`src/rtl/tmds_pkg.sv`:
```
// Shared constants for the TMDS receive channel: control-token codes, alignment
// FSM states and the window-offset width.
package tmds_pkg;

    localparam int OFFSET_W = 4;

    localparam logic [9:0] TMDS_CTL0 = 10'b1101010100;
    localparam logic [9:0] TMDS_CTL1 = 10'b0010101011;
    localparam logic [9:0] TMDS_CTL2 = 10'b0101010100;
    localparam logic [9:0] TMDS_CTL3 = 10'b1010101011;

    typedef enum logic {
        SEARCH = 1'b0,
        LOCKED = 1'b1
    } tmds_state_e;

    // Window offsets run 0..9 and wrap back to 0.
    function automatic logic [OFFSET_W-1:0] next_offset(input logic [OFFSET_W-1:0] off);
        return (off == OFFSET_W'(9)) ? '0 : off + OFFSET_W'(1);
    endfunction

endpackage

```
`src/rtl/tmds_word_decode.sv`:
```
// Combinational TMDS character decode: 10b symbol -> 8-bit data, or 2-bit
// control value when the symbol is one of the four control tokens.
module tmds_word_decode
    import tmds_pkg::*;
(
    input  logic [9:0] q,
    output logic [7:0] data,
    output logic [1:0] c,
    output logic       is_ctl
);

    logic [7:0] d;

    always_comb begin
        d    = q[9] ? ~q[7:0] : q[7:0];
        data = '0;
        data[0] = d[0];
        // q[8] selects whether the encoder chained with XOR or XNOR.
        for (int i = 1; i < 8; i++) begin
            data[i] = q[8] ? (d[i] ^ d[i-1]) : ~(d[i] ^ d[i-1]);
        end
    end

    always_comb begin
        c      = 2'd0;
        is_ctl = 1'b1;
        case (q)
            TMDS_CTL0: c = 2'd0;
            TMDS_CTL1: c = 2'd1;
            TMDS_CTL2: c = 2'd2;
            TMDS_CTL3: c = 2'd3;
            default:   is_ctl = 1'b0;
        endcase
    end

endmodule

```
`src/rtl/tmds_channel_decoder.sv`:
```
// One TMDS receive channel: barrel-window word alignment locked by control-token
// runs, then 10b->8b decode. Lock-loss counter is built only with TMDS_ERR_CNT_EN.
module tmds_channel_decoder
    import tmds_pkg::*;
#(
    parameter int LOCK_RUN       = 8,
    parameter int SEARCH_TIMEOUT = 1024,
    parameter int LOSS_TIMEOUT   = 4096
) (
    input  logic                clk,
    input  logic                resetn,
    input  logic [9:0]          din,
    output logic [7:0]          data,
    output logic [1:0]          c,
    output logic                de,
    output logic                locked,
    output logic [OFFSET_W-1:0] offset
`ifdef TMDS_ERR_CNT_EN
    ,
    input  logic                err_clr,
    output logic [15:0]         err_cnt
`endif
);

    localparam int RUN_W  = $clog2(LOCK_RUN) + 1;
    localparam int TMO_W  = $clog2(SEARCH_TIMEOUT) + 1;
    localparam int LOSS_W = $clog2(LOSS_TIMEOUT) + 1;

    localparam logic [RUN_W-1:0]  RUN_FULL  = RUN_W'(LOCK_RUN);
    localparam logic [TMO_W-1:0]  TMO_LAST  = TMO_W'(SEARCH_TIMEOUT - 1);
    localparam logic [LOSS_W-1:0] LOSS_LAST = LOSS_W'(LOSS_TIMEOUT - 1);
    localparam logic [1:0]        HOLDOFF   = 2'd2;

    logic [9:0]          din_q, din_d;
    logic [9:0]          s1_q, s1_d;
    logic [7:0]          data_q, data_d;
    logic [1:0]          c_q, c_d;
    logic                de_q, de_d;
    tmds_state_e         state_q, state_d;
    logic [OFFSET_W-1:0] offset_q, offset_d;
    logic [RUN_W-1:0]    run_q, run_d;
    logic [TMO_W-1:0]    tmo_q, tmo_d;
    logic [LOSS_W-1:0]   loss_q, loss_d;
    logic [1:0]          hold_q, hold_d;

    logic [7:0]          dec_data;
    logic [1:0]          dec_c;
    logic                dec_ctl;

    // Window over {din, din_q}; offset k starts at bit k of the previous word.
    always_comb begin
        din_d = din;
        s1_d  = din_q;
        case (offset_q)
            4'd1:    s1_d = {din[0],   din_q[9:1]};
            4'd2:    s1_d = {din[1:0], din_q[9:2]};
            4'd3:    s1_d = {din[2:0], din_q[9:3]};
            4'd4:    s1_d = {din[3:0], din_q[9:4]};
            4'd5:    s1_d = {din[4:0], din_q[9:5]};
            4'd6:    s1_d = {din[5:0], din_q[9:6]};
            4'd7:    s1_d = {din[6:0], din_q[9:7]};
            4'd8:    s1_d = {din[7:0], din_q[9:8]};
            4'd9:    s1_d = {din[8:0], din_q[9]};
            default: s1_d = din_q;
        endcase
    end

    tmds_word_decode u_dec (
        .q      (s1_q),
        .data   (dec_data),
        .c      (dec_c),
        .is_ctl (dec_ctl)
    );

    always_comb begin
        state_d  = state_q;
        offset_d = offset_q;
        run_d    = run_q;
        tmo_d    = tmo_q;
        loss_d   = loss_q;
        hold_d   = hold_q;

        // Right after an offset change stage 1 still holds old-offset words.
        if (hold_q != 2'd0) begin
            hold_d = hold_q - 2'd1;
            run_d  = '0;
        end else if (dec_ctl) begin
            if (run_q != RUN_FULL) begin
                run_d = run_q + RUN_W'(1);
            end
        end else begin
            run_d = '0;
        end

        case (state_q)
            SEARCH: begin
                loss_d = '0;
                if (run_q == RUN_FULL) begin
                    state_d = LOCKED;
                    tmo_d   = '0;
                end else if (hold_q != 2'd0) begin
                    tmo_d = tmo_q;
                end else if (tmo_q == TMO_LAST) begin
                    offset_d = next_offset(offset_q);
                    run_d    = '0;
                    tmo_d    = '0;
                    hold_d   = HOLDOFF;
                end else begin
                    tmo_d = tmo_q + TMO_W'(1);
                end
            end
            LOCKED: begin
                tmo_d = '0;
                if (run_q == RUN_FULL) begin
                    loss_d = '0;
                end else if (loss_q == LOSS_LAST) begin
                    state_d  = SEARCH;
                    offset_d = next_offset(offset_q);
                    run_d    = '0;
                    loss_d   = '0;
                    hold_d   = HOLDOFF;
                end else begin
                    loss_d = loss_q + LOSS_W'(1);
                end
            end
            default: state_d = SEARCH;
        endcase
    end

    // Gated on the next state so the first data word after a run decodes
    // in the same cycle that locked rises.
    always_comb begin
        data_d = data_q;
        c_d    = c_q;
        de_d   = 1'b0;
        if (state_d != LOCKED) begin
            data_d = '0;
            c_d    = '0;
        end else if (dec_ctl) begin
            c_d = dec_c;
        end else begin
            data_d = dec_data;
            de_d   = 1'b1;
        end
    end

    always_ff @(posedge clk or negedge resetn) begin
        if (!resetn) begin
            din_q    <= '0;
            s1_q     <= '0;
            data_q   <= '0;
            c_q      <= '0;
            de_q     <= 1'b0;
            state_q  <= SEARCH;
            offset_q <= '0;
            run_q    <= '0;
            tmo_q    <= '0;
            loss_q   <= '0;
            hold_q   <= '0;
        end else begin
            din_q    <= din_d;
            s1_q     <= s1_d;
            data_q   <= data_d;
            c_q      <= c_d;
            de_q     <= de_d;
            state_q  <= state_d;
            offset_q <= offset_d;
            run_q    <= run_d;
            tmo_q    <= tmo_d;
            loss_q   <= loss_d;
            hold_q   <= hold_d;
        end
    end

    assign data   = data_q;
    assign c      = c_q;
    assign de     = de_q;
    assign locked = (state_q == LOCKED);
    assign offset = offset_q;

`ifdef TMDS_ERR_CNT_EN
    logic [15:0] err_q, err_d;
    logic        lost;

    assign lost = (state_q == LOCKED) && (state_d == SEARCH);

    always_comb begin
        err_d = err_q;
        if (err_clr) begin
            err_d = '0;
        end else if (lost && (err_q != 16'hFFFF)) begin
            err_d = err_q + 16'd1;
        end
    end

    always_ff @(posedge clk or negedge resetn) begin
        if (!resetn) begin
            err_q <= '0;
        end else begin
            err_q <= err_d;
        end
    end

    assign err_cnt = err_q;
`endif

endmodule

```
`config.mk`:
```
export PLATFORM = sky130hd
export DESIGN_NAME = tmds_channel_decoder
export DESIGN_NICKNAME = d
export VERILOG_FILES = /design/src/rtl/tmds_pkg.sv /design/src/rtl/tmds_word_decode.sv /design/src/rtl/tmds_channel_decoder.sv
export SDC_FILE = /design/constraint.sdc
export NUM_CORES = 1
export LEC_CHECK = 0
export ABC_AREA = 1
export BUFFER_PORTS_ARGS = -buffer_cell sky130_fd_sc_hd__buf_2
export CORE_MARGIN = 3
export CORE_UTILIZATION = 60
export CTS_CLUSTER_SIZE = 40
export DETAILED_ROUTE_END_ITERATION = 16
export PLACE_DENSITY = 0.76
export SYNTH_ARGS = -nofsm -noshare
export SYNTH_HDL_FRONTEND = slang
export SYNTH_SLANG_ARGS = --single-unit
```
`constraint.sdc`:
```
create_clock -name clk -period 1.6 [get_ports clk]
set_input_delay 0.32 -clock clk [delete_from_list [all_inputs] [get_ports clk]]
set_output_delay 0.32 -clock clk [all_outputs]
set_load 0.1 [all_outputs]
```
# [Word-level counts from Yosys, hierarchy flattened]
# Cells that the tools add are included.
[op_classes] n_eq_ne=25 addsub=5 bitwise=16 n_reduce_logical=3 n_mux=51
[ops] cell="$pmux 10 s9" n=1
[ops] cell="$mux 4" n=14
[ops] cell="$mux 11" n=3
[ops] cell="$mux 13" n=2
[ops] cell="$pmux 13 s2" n=1
[ops] cell="$mux 8" n=3
[ops] cell="$pmux 11 s2" n=1
[ops] cell="$eq 10x10->1 const B" n=2
[ops] cell="$eq 4x3->1 const B" n=4
[ops] cell="$mux 2" n=8
[ops] cell="$pmux 4 s2" n=2
[ops] cell="$add 13x1->13 const B" n=1
[ops] cell="$eq 13x12->1 const B" n=1
[ops] cell="$mux 1" n=13
[ops] cell="$eq 4x4->1 const B" n=3
[ops] cell="$add 11x1->11 const B" n=1
[ops] cell="$eq 11x10->1 const B" n=1
[ops] cell="$eq 10x8->1 const B" n=1
[ops] cell="$eq 10x9->1 const B" n=1
[ops] cell="$ne 2x2->1 const B" n=5
[ops] cell="$add 4x1->4 const B" n=2
[ops] cell="$eq 4x2->1 const B" n=2
[ops] cell="$not 1->1" n=8
[ops] cell="$not 8->8" n=1
[ops] cell="12 further kinds" n=19
[word_totals] regBits=66 out_inout_bits=16 inputBits=12

# [Longest topological paths before layout]
[depth] word_depth=9 depth_mapped=10 ltp_nobuf=10

# [Hierarchy]
# A second synthesis with hierarchy kept.
[hier_totals] hier_cells=536 hier_area_um2=3906.2
[modules_own_cells] module="tmds_channel_decoder" seq_area_each_um2=1651.6 cells_each=498 area_each_um2=3681.0 n_inst=1
[modules_own_cells] module="tmds_word_decode" seq_area_each_um2=0.0 cells_each=38 area_each_um2=225.2 n_inst=1

# [Worst setup path after synthesis]
# Ideal clock, no wire load.
[synth_timing] path_type="reg-to-reg" startpoint="register state_q, in the netlist locked" endpoint="register offset_q[2], in the netlist offset[2]" arrival_time_ns=1.791 required_ns=1.480 path_slack_ns=-0.312 stages_incl_launch_ff=6 path_cell_list="dfrtp_1 -> nor2_1 -> a31oi_2 -> nand3_1 -> nand2_1 -> nand2_1"
[synth_between] elab_chain_cells=3
[synth_lines] element="start: declaration" line="tmds_channel_decoder.sv:39" text="tmds_state_e state_q, state_d;"
[synth_lines] element="start signal: assignment" line="tmds_channel_decoder.sv:166" text="state_q <= state_d;"
[synth_lines] element="$not 1->1"
[synth_lines] element="$ne 2x2->1 (no source line)"
[synth_lines] element="$reduce_and 5->1 (no source line)"
[synth_lines] element="end signal: assignment" line="tmds_channel_decoder.sv:167" text="offset_q <= offset_d;"
[synth_lines] element="end: declaration" line="tmds_channel_decoder.sv:40" text="logic [OFFSET_W-1:0] offset_q, offset_d;"
# Several ways; a longest one is shown, not always the timed one.
# A chain may end at the register's enable or synchronous reset.

# [Final worst setup path]
[layout_timing] startpoint="register offset_q[1], in the netlist offset[1]" endpoint="output port offset[1]"
[layout_lines] element="end: declaration" line="tmds_channel_decoder.sv:17" text="output logic [OFFSET_W-1:0] offset"
# No word-level cell between the ends.

==> impl_results.md <==
- Worst hold path class: input pin to register
- Initial cell density of the core: 0.6275
- Ratio of cells with drive above 1 in the final layout: 0.1738
- Post-Place Cell Area: roughly 4000 µm²
- Buffers added on ports: 27
- Required time of the critical path: ~1.3 ns
- DP Wirelength: roughly 5.7 mm
- Syn Nets: roughly 530
- R2R depth: 7
- Largest stage delay, worst path: between 0.4 and 0.5 ns
- Post-synth EDFFs: 0
- CTS Root Cell: clkbuf_8
- Mapped Area: around 3800 µm²
- Drt pass-1 iters: 5
- Clk sinks: 66
- Antenna Nets Post-Route: 0
- Max Slew Vio Count: 0
- Worst hold path depth: 1
- Top-Level Pins: 28
- Chip Height: ~85 µm
- CTS Buffer Depth: 2
- Status: finished, final reports clean
- CTS tree: done
- Vias post-DR: approximately 3,400
- Critical Path Fanout Max: 8
- Buf/Inv on CP: 1
- CP endpoint kind: primary output
- Vias/cell: approximately 5.3
- DR iter-0 viols: between 100 and 150
- Vias in the first global route: about 3,200
- Clock-pin slew on the worst setup and hold paths: 0.07 ns
- Psw: about 0.74 mW
- First-pass GRT wire length: roughly 14 mm
- Largest net degree at the start of global routing: 67
- Flop pwr share: 0.550
- Type of origin of the critical path: register
- Worst Skew: between 0.01 and 0.015 ns
- Min Tclk post-route: 1.564 ns
- Die ar.: between 7000 and 8000 µm²
- Sw frac: 0.2353
- Drt total wl: roughly 8 mm
- Post-Synthesis Cells: around 500
- Final Setup Violations: 0
- Hold Path End: din_q[9]$_DFF_PN0_
- R2r startpoint: offset[3]$_DFFE_PN0P_
- DRC Markers: 0
- YS warnings: 0
- Row count: 28
- Synth Flop Type: dfrtp_1
- # H-tree levels: 3
- Worst-Skew Late Latency: 0.34 ns
- Design Area, Final: roughly 4400 µm²
- Die Wd: 85.39 µm
- VDD IR max: roughly 0.00052 V
- CTS Buf Count: 9
- Hold wc startpoint: din[9]
- Initial antenna violation count: 0
- Cell internal pwr: approximately 2.4 mW
- Dpl ws: 0.05259 ns
- Pwr/cell area: around 720 nW/µm²
- Avg Cell Area, Syn: between 7 and 8 µm²
- Overall global routing resource usage: 0.2415
- Netlist cell types: 31
- Max Clock Freq: ~640 MHz
- Final #Nets: between 500 and 600
- Sequential cell area fraction in the yosys report: 0.4368
- Crit path arrival time: 1.24 ns
- Slew margin rel.: 0.6739
- Max stage delay cell, worst path: buf_2
- Drt wl/cell: approximately 13 µm
- Synth Register Bits: 66
- Leakage: ~2.2 nW
- Combinational power share: 0.049
- Final GP Congestion: between 0.9 and 1
- Ys async rst share: 1.000
- Clock Power Share: 0.401
- Worst path cell trace: buf_2
- Final Cycle Share: 0.9772
- Crit path max-delay family: buffers and inverters
- Max-cap violations: 0
- Antenna Diode Count: 0
- Reg2reg end: s1_q[7]$_DFF_PN0_
- Flop2flop setup slack: 0.10 ns
- Worst Tran Pin Value: about 0.5 ns
- Setup slack after layout: around 0.036 ns
- Final Hold Vio Count: 0
- Core Box Area: between 6000 and 7000 µm²
- Total gr overflow: 0
- Area Overhead vs Synth: 15.88%
- Critical path class: register to primary output
[power groups by stage]
stage | clock (mW) | combinational, mW | sequential, mW
finish | 1.26 | 0.152 | 1.73
detailed placement | 0 | 0.146 | 1.76
global placement | 0 | 0.144 | 1.76
CTS | 1.28 | 0.148 | 1.73
global route | 1.35 | 0.178 | 1.73
floorplan | 0 | 0.0748 | 1.74
[per-layer routing]
metal | track usage | wire length, µm | up-vias
li1 | - | - | 1701
met1 | 0.3438 | 3814 | 1556
met2 | 0.3771 | 3588 | 107
met3 | 0.03398 | 458 | 13
met4 | 0.08777 | 120 | 0
met5 | 0 | 0 | -
[worst max path at each step]
| stage | to | cells after the start | slack [ns] | start |
|---|---|---|---|---|
| floorplan | offset[2]$_DFFE_PN0P_ | 5 | 0.05 | locked$_DFF_PN0_ |
| global route | offset[3]$_DFFE_PN0P_ | 8 | -0.0001 | tmo_q[1]$_DFFE_PN0P_ |
| finish | offset[1] | 1 | 0.04 | offset[1]$_DFFE_PN0P_ |
| detailed placement | c[0]$_DFFE_PN0N_ | 8 | 0.05 | loss_q[0]$_DFF_PN0_ |
| CTS | locked | 1 | 0.003 | locked$_DFF_PN0_ |
| global placement | offset[0]$_DFFE_PN0P_ | 8 | 0.06 | loss_q[0]$_DFF_PN0_ |
[timing repair]
action | in CTS | in global routing
hold buffers | 1 | 0
setup buffers | 0 | 5
resized for setup | 0 | 20
hold endpoints to repair | 19 | 0
endpoints found under the setup margin | 0 | 29
[synthesized netlist by cell type (2+ instances only)]
cell type,number,share of area
nor2_4,2,0.0060
nand2_2,3,0.0050
xor2_1,16,0.037
o21ai_0,22,0.029
nand2_1,169,0.17
dfrtp_1,66,0.44
buf_2,3,0.0040
inv_1,47,0.047
nand3_1,32,0.042
nand3b_1,3,0.0060
ha_1,10,0.033
nand4_1,19,0.031
nor3b_1,3,0.0060
a31oi_1,3,0.0050
buf_1,2,0.0020
a21oi_1,5,0.0066
nor2_2,7,0.012
inv_2,3,0.0030
nor3_1,3,0.0040
nor2_1,64,0.064
o21ai_1,3,0.0040
nand2_4,3,0.0089
xnor2_1,7,0.016
[registers in the layout, summed over array words and instances, names as in the netlist]
name and flops:
de 1, data 8, tmo_q 11, locked 1
c 2, offset 4, run_q 4, din_q 10
hold_q 2, loss_q 13, s1_q 10
[kinds of logic after synthesis]
| family | Yosys count | synth area share |
|---|---|---|
| flip-flops | 66 | 0.4368 |
| AND/OR/NAND/NOR | 312 | 0.3657 |
| XOR/XNOR | 23 | 0.05328 |
| adder cells (fa/ha/maj) | 10 | 0.03309 |
| buffers and inverters | 56 | 0.05857 |
| AO/OA/AOI/OAI | 36 | 0.05261 |
[per-stage QoR]
step	setup TNS (ns)	power [mW]	hold slack, ns	instances	utilization
2_1_floorplan	0	1.818	0.02441	503	-
3_3_place_gp	0	1.901	0.3610	611	0.6779
3_5_place_dp	0	1.905	0.3597	611	0.6779
4_1_cts	0	3.159	0.08219	628	0.7087
5_1_grt	-0.0001297	3.256	0.08931	633	0.7272
6_report	0	3.140	0.09238	633	0.7272
[layout by cell type, fill, tap and decap left out, drive strengths merged]
| master | instances |
|---|---|
| a21oi | 5 |
| a31oi | 4 |
| a41oi | 1 |
| and3 | 1 |
| buf | 42 |
| clkbuf | 16 |
| clkinv | 1 |
| clkinvlp | 1 |
| dfrtp | 66 |
| dlygate4sd3 | 1 |
| ha | 10 |
| inv | 50 |
| nand2 | 175 |
| nand3 | 34 |
| nand3b | 3 |
| nand4 | 19 |
| nor2 | 73 |
| nor3 | 4 |
| nor3b | 3 |
| o21ai | 26 |
| xnor2 | 7 |
| xor2 | 16 |
[layout make-up]
cell class | count | area [µm²]
fill | 484 | 1644
inverter | 50 | 190.2
tap | 75 | 93.84
sequential | 66 | 1658
clock inverter | 2 | 12.51
clock buffer | 14 | 162.7
multi-input combinational | 381 | 1971
timing repair buffer | 45 | 294.0
Note: power is estimated with default switching activity, not from simulation.
